File: src/rtl/imem_loader.sv
// Byte-stream loader: assembles little-endian 32-bit words and writes them sequentially into
// instruction memory. Optional running checksum is enabled with IMEM_LOADER_CHECKSUM_EN.
module imem_loader #(
  parameter int unsigned ADDR_W = 8,
  parameter int unsigned DEPTH  = 64
) (
  input  logic              clk,
  input  logic              rst,
  input  logic              start,
  input  logic [ADDR_W-1:0] base_addr,
  input  logic [ADDR_W:0]   word_count,
  input  logic              byte_valid,
  input  logic [7:0]        byte_data,
  output logic              byte_ready,
  output logic              mem_we,
  output logic [ADDR_W-1:0] mem_addr,
  output logic [31:0]       mem_wdata,
  output logic              busy,
  output logic              done,
  output logic              error,
  output logic [31:0]       checksum
);

  typedef enum logic [1:0] {StIdle, StLoad, StWrite, StDone} state_e;

  state_e              r_state, w_state_next;
  logic [ADDR_W-1:0]   r_addr;
  logic [ADDR_W:0]     r_left;
  logic [1:0]          r_idx;
  logic [23:0]         r_asm;
  logic [ADDR_W-1:0]   r_mem_addr;
  logic [31:0]         r_mem_wdata;
  logic                r_error;
  logic                r_zero_done;

  logic                w_idle_start;
  logic                w_xfer;
  logic [ADDR_W+1:0]   w_end;
  logic                w_range_bad;
  logic                w_start_ok;

  assign w_idle_start = start && (r_state == StIdle);
  assign w_xfer       = (r_state == StLoad) && byte_valid;
  assign w_end        = {2'b00, base_addr} + {1'b0, word_count};
  assign w_range_bad  = w_end > (ADDR_W+2)'(DEPTH);
  assign w_start_ok   = w_idle_start && (word_count != '0) && !w_range_bad;

  always_ff @(posedge clk or posedge rst) begin
    if (rst) r_state <= StIdle;
    else     r_state <= w_state_next;
  end

  always_comb begin
    w_state_next = r_state;
    unique case (r_state)
      StIdle:  if (w_start_ok) w_state_next = StLoad;
      StLoad:  if (w_xfer && (r_idx == 2'd3)) w_state_next = StWrite;
      StWrite: w_state_next = (r_left == (ADDR_W+1)'(1)) ? StDone : StLoad;
      StDone:  w_state_next = StIdle;
      default: w_state_next = StIdle;
    endcase
  end

  always_comb begin
    byte_ready = (r_state == StLoad);
    mem_we     = (r_state == StWrite);
    busy       = (r_state == StLoad) || (r_state == StWrite);
    done       = (r_state == StDone) || r_zero_done;
    mem_addr   = r_mem_addr;
    mem_wdata  = r_mem_wdata;
    error      = r_error;
  end

  always_ff @(posedge clk or posedge rst) begin
    if (rst) begin
      r_addr      <= '0;
      r_left      <= '0;
      r_idx       <= '0;
      r_asm       <= '0;
      r_mem_addr  <= '0;
      r_mem_wdata <= '0;
      r_error     <= 1'b0;
      r_zero_done <= 1'b0;
    end else begin
      r_zero_done <= 1'b0;
      if (w_idle_start) begin
        if (word_count == '0) begin
          r_zero_done <= 1'b1;
          r_error     <= 1'b0;
        end else if (w_range_bad) begin
          r_error <= 1'b1;
        end else begin
          r_addr  <= base_addr;
          r_left  <= word_count;
          r_idx   <= '0;
          r_asm   <= '0;
          r_error <= 1'b0;
        end
      end
      if (w_xfer) begin
        r_idx <= r_idx + 2'd1;
        unique case (r_idx)
          2'd0: r_asm[7:0]   <= byte_data;
          2'd1: r_asm[15:8]  <= byte_data;
          2'd2: r_asm[23:16] <= byte_data;
          2'd3: begin
            // Capture the full word now so mem_addr/mem_wdata hold after the write cycle.
            r_mem_wdata <= {byte_data, r_asm};
            r_mem_addr  <= r_addr;
          end
          default: ;
        endcase
      end
      if (r_state == StWrite) begin
        r_addr <= r_addr + ADDR_W'(1);
        r_left <= r_left - (ADDR_W+1)'(1);
        r_idx  <= '0;
      end
    end
  end

`ifdef IMEM_LOADER_CHECKSUM_EN
  logic [31:0] r_checksum;

  always_ff @(posedge clk or posedge rst) begin
    if (rst)                       r_checksum <= '0;
    else if (w_start_ok)           r_checksum <= '0;
    else if (r_state == StWrite)   r_checksum <= r_checksum + r_mem_wdata;
  end

  assign checksum = r_checksum;
`else
  assign checksum = 32'h0;
`endif

endmodule

File: config.mk
export PLATFORM = sky130hd
export DESIGN_NAME = imem_loader
export DESIGN_NICKNAME = d
export VERILOG_FILES = /design/src/rtl/imem_loader.sv
export SDC_FILE = /design/constraint.sdc
export NUM_CORES = 1
export LEC_CHECK = 0
export CAP_MARGIN = 25
export CORE_ASPECT_RATIO = 1.5
export CORE_MARGIN = 2
export CORE_UTILIZATION = 45
export CTS_CLUSTER_DIAMETER = 80
export DETAILED_ROUTE_END_ITERATION = 8
export PLACE_DENSITY = 0.8
export SYNTH_ARGS = -nofsm -noshare
export SYNTH_HDL_FRONTEND = slang
export SYNTH_SLANG_ARGS = --single-unit
File: constraint.sdc
create_clock -name clk -period 2.7 [get_ports clk]
set_input_delay 0.54 -clock clk [delete_from_list [all_inputs] [get_ports clk]]
set_output_delay 0.54 -clock clk [all_outputs]
set_load 0.01 [all_outputs]
# Yosys cells after proc, flatten, opt, wreduce, memory -nomap -nowiden

Index checks and enable logic that the tools add are counted.

Register bits: 87
Bits of input ports: 29
Output and inout bits: 77
Logic and storage cells: 73

Add/subtract/negate cells: 4
Magnitude comparators: 1
Eq/ne operators: 13
Muxes and demuxes: 28
Reduce and logical (&&, ||, !) cells: 18

Operators by type and width:

| kind                | count |
|---|---|
| $mux 24             | 4 |
| $mux 8              | 7 |
| $mux 9              | 4 |
| $mux 2              | 8 |
| $add 8x9->10        | 1 |
| $gt 10x7->1 const B | 1 |
| $eq 9x1->1 const B  | 1 |
| $logic_not 9->1     | 1 |
| $reduce_bool 9->1   | 1 |
| $sub 9x1->9 const B | 1 |
| $add 8x1->8 const B | 1 |
| $eq 2x2->1 const B  | 4 |
| $pmux 2 s4          | 1 |
| $ne 2x2->1 const B  | 3 |
| $ne 3x3->1 const B  | 2 |
| $reduce_and 3->1    | 2 |
| $logic_and 1x1->1   | 5 |
| $eq 2x1->1 const B  | 2 |
| $logic_not 2->1     | 2 |
| $mux 1              | 4 |
| $reduce_and 2->1    | 2 |
| $reduce_bool 3->1   | 1 |
| $add 2x1->2 const B | 1 |
| $logic_or 1x1->1    | 2 |
| 3 further kinds     | 3 |

# Depth between registers and ports, before layout

Depth after elaboration: 7
Mapped depth: 11
Depth with buffers taken out: 10

# Worst setup path after synthesis

OpenSTA, ideal clock, no wires.

Path kind: in2reg
From: in base_addr[0]
To: reg r_addr[2]
Library setup time: 0.123 ns
Arrival time: 2.506 ns
Required time: 2.577 ns
Slack: 0.071 ns
Stages on the path: 11
Buffers on the path: 1
Cells stage by stage: ha_1 -> inv_1 -> fa_1 -> nor2b_1 -> o31a_1 -> a21oi_1 -> nor4_2 -> o21a_4 -> buf_6 -> nand2b_4 -> o221a_1

Word-level cells in the longest chain between the ends: 4

Ends and longest elaborated chain:

| item                       | line | source |
|---|---|---|
| from (decl)                | 10   | `input logic [ADDR_W-1:0] base_addr,` |
| $add 8x9->10               | 44   | `assign w_end = {2'b00, base_addr} + {1'b0, word_count};` |
| $gt 10x7->1                | 45   | `assign w_range_bad = w_end > (ADDR_W+2)'(DEPTH);` |
| $ne 2x2->1 (no line)       | n/a  |  |
| $reduce_and 3->1 (no line) | n/a  |  |
| to (signal assigned)       | 93   | `r_addr <= base_addr;` |
| to (signal assigned)       | 115  | `r_addr <= r_addr + ADDR_W'(1);` |
| to (decl)                  | 27   | `logic [ADDR_W-1:0] r_addr;` |

Every way passes these cells.
A chain may end at the register's enable or synchronous reset.

# Worst setup path after layout

From: in base_addr[1]
To: reg r_addr[2]

Same word-level chain as after synthesis.

==> key figures <==
Run status
  • Status: complete, no violations

Worst hold path
  • Worst min path class: reg2reg
  • Hold Path Stages: 2

Timing
  • Fmax: 376 MHz
  • Sum Neg Setup Slack: 0 ns
  • Final worst slack: 0.0391 ns
  • Crit share post-route: 98.6%
  • Clk_skew: 0.00629 ns
  • Worst hold margin: 0.485 ns
  • Final min period: 2.66 ns
  • Final Hold Vio Count: 0
  • Fin. max-slew vios: 0
  • Setup-failing EPs final: 0

Synth
  • Netlist cell types: 56
  • Synthesized-area fraction occupied by adder cells: 5.94%
  • Mux contribution to synthesized area: 13.5%
  • Register bit total from synthesis: 87
  • Synth Instances: 430
  • Complex-gate fraction of the synthesized area: 10.3%
  • FFs w/ async S/R, synth: 100%
  • Synthesis Warnings: 0
  • Syn Std Cell Area: 4550 µm²
  • Post-synth EDFFs: 0
  • Prevailing post-synth register cell: dfrtp_1
  • Largest family of logic cells by synthesized area: multiplexers
  • Post-synthesis sequential area ratio: 47.8%
  • Post-Synth XOR/XNOR Area: 1.54%
  • Synth Area in Simple Gates: 13.1%
  • Avg Cell Area, Syn: 10.6 µm²

Worst setup path
  • Slowest CP cell: mux2i_2
  • Crit path cell chain: dlygate4sd2_1 > ha_1 > a21o_1 > a22oi_2 > mux2i_2 > nor4_4 > buf_4 > o21a_4 > mux2_1 > o221a_1
  • Buf+Inv Stages, Crit Path: 2
  • CP delay by family, top: compound AO/OA/AOI/OAI gates
  • CP Class: in2reg
  • Arrival @ worst endpoint: 2.88 ns
  • Worst R2R Setup Slack: 0.53 ns
  • Kind of end point of the critical path: register
  • WP data required: 2.92 ns
  • Worst-case reg-to-reg path depth: 9
  • Crit-path max FO: 7
  • CP startpoint kind: input port
  • Critical Path Max Stage Delay: 0.37 ns
  • WP depth: 10

Placement
  • Global placement routability congestion: 0.840
  • # port buffers: 73
  • DP Wirelength: 7600 µm
  • Pre-CTS setup slack: -0.544 ns

Clock network
  • H-tree depth: 3
  • Clk sink count: 87
  • Clk Tree Root Cell: clkbuf_16
  • TritonCTS clock tree: yes
  • Hold Buf Count CTS: 0
  • Clock transition at path regs: 0.06 ns
  • CTS Buffer Depth: 2
  • Worst skew pair latency: 0.33 ns
  • Inserted Clock Buffers: 9

Global route
  • Global-route wire length before repair: 16300 µm
  • Grt ovf: 0
  • All-Layer GR Usage: 18.8%
  • Largest net degree at the start of global routing: 88
  • Initial antenna violation count: 0
  • Vias in the first global route: 3432

Floorplanning
  • Chip width: 86.1 µm
  • # rows: 45
  • Initial Util: 45.7%
  • Die ar.: 10900 µm²
  • Die height: 127 µm
  • Io pins: 106
  • Area of the core: 9970 µm²

Final layout
  • Area Growth Syn to Fin: 30.6%
  • Register area: 2180 µm²
  • Most common cell after layout, fill and taps aside: dfrtp_1
  • Inserted Diodes: 0
  • Multi-input gate area: 2220 µm²
  • Fin nets: 585
  • Fillers: 811
  • Most frequent cells in the layout: dfrtp_1, nand2_1, clkdlybuf4s50_1
  • Layout cells sized above 1: 21.5%

Routing
  • Drt drc: 0
  • 1st-iter DRT viols: 146
  • Via count: 3496
  • Final WL: 10300 µm
  • Drt wl/cell: 15.7 µm
  • Vias per inst: 5.32
  • DRT antenna net count: 0
  • DR pass1 iterations: 4

Power
  • Pwr Density: 916 nW/µm²
  • Pwr Total: 5.45 mW
  • Leakage power: 2.83 nW
  • Worst IR drop on VDD: 0.407 mV

Job
  • MaxCap Viol Count: 0
-- cell type report --
cell class              instances  area share (%)
clock inverters                 4           0.505
well taps                     117            2.46
flip-flops and latches         87            36.6
repair buffers                111            18.1
multi-input cells             315            37.4
inverters                      11           0.758
clock buffers                  12            4.15
-- state kept, by name, indices dropped and copies added, names as in the netlist --
name,cells
r_addr,8
r_left,9
mem_addr,8
r_asm,24
r_idx,2
r_zero_done,1
error,1
r_state,2
mem_wdata,32
-- worst register-to-register path: stages, from the launching register on --
cell     delay (ns)
dfrtp_1        0.41
inv_1          0.18
ha_1           0.29
nand3_1        0.16
nor4_4         0.33
buf_4          0.16
o21a_4         0.18
buf_12         0.14
buf_12         0.12
o21ai_1        0.08
-- metal layers --
metal	vias to the layer above	part of all wire, %	global-route usage [%]
li1	1629	-	-
met1	1715	37	20.1
met2	125	54	35.4
met3	27	5.0	3.23
met4	0	3.6	8.22
met5	-	0	0
-- final timing paths --
path / to / startpoint
max: r_addr[2] / base_addr[1]
min: error / error
max reg2reg: r_asm[13] / r_state[1]
min reg2reg: error / error
max in group asynchronous: mem_wdata[20] / rst
min in group asynchronous: mem_wdata[30] / rst
-- cell usage after synthesis, types with 2 or more instances --
library cell,n,area [µm²]
mux2i_1,13,130
nor3_1,7,35.0
a31oi_1,3,18.8
o21bai_1,2,15.0
nor2_1,14,52.6
nand3_1,9,45.0
buf_1,7,26.3
a211oi_1,2,15.0
a21oi_1,8,40.0
a21o_1,3,22.5
o21a_1,2,15.0
mux2_1,3,33.8
xnor2_1,4,35.0
dfrtp_1,87,2180
ha_1,20,250
a22oi_1,2,15.0
and3_1,6,37.5
inv_1,10,37.5
nor2b_1,2,12.5
xor2_1,4,35.0
o221a_1,4,45.0
o21ai_1,30,150
o211ai_1,2,15.0
nand2_1,72,270
nor4_1,2,12.5
buf_4,32,240
clkbuf_1,5,18.8
mux2_2,40,450
nor3b_1,2,15.0
o21ai_0,3,15.0
buf_2,3,15.0
nand2b_1,3,18.8
-- timing repair --
| item | CTS | global route |
|---|---|---|
| endpoints found under the setup margin | 45 | 41 |
| gates resized for setup | 15 | 13 |
| pin swaps | 6 | 4 |
| buffers inserted | 1 | 3 |
-- metrics by stage --
stage	area, µm²	std cells	utilization [%]
3_3_place_gp	5550	637	55.7
4_1_cts	5880	654	59.0
5_1_grt	5940	657	59.6
6_report	5940	657	59.6
3_5_place_dp	5550	637	55.7
2_1_floorplan	4670	461	-
-- power breakdown --
group / internal [mW] / leakage (nW) / switching [mW]
clock: 0.652 / 0.133 / 0.486
combinational: 1.12 / 1.56 / 0.950
sequential: 1.84 / 1.13 / 0.393
-- cells by family after synthesis --
group | Yosys count
other | 1
buffers and inverters | 59
AOI/OAI and AO/OA | 71
xor gates and xnor gates | 8
DFF | 87
adders and majority gates | 21
and+or+nand+nor | 127
muxes | 56
(Power assumes the default switching activity.)
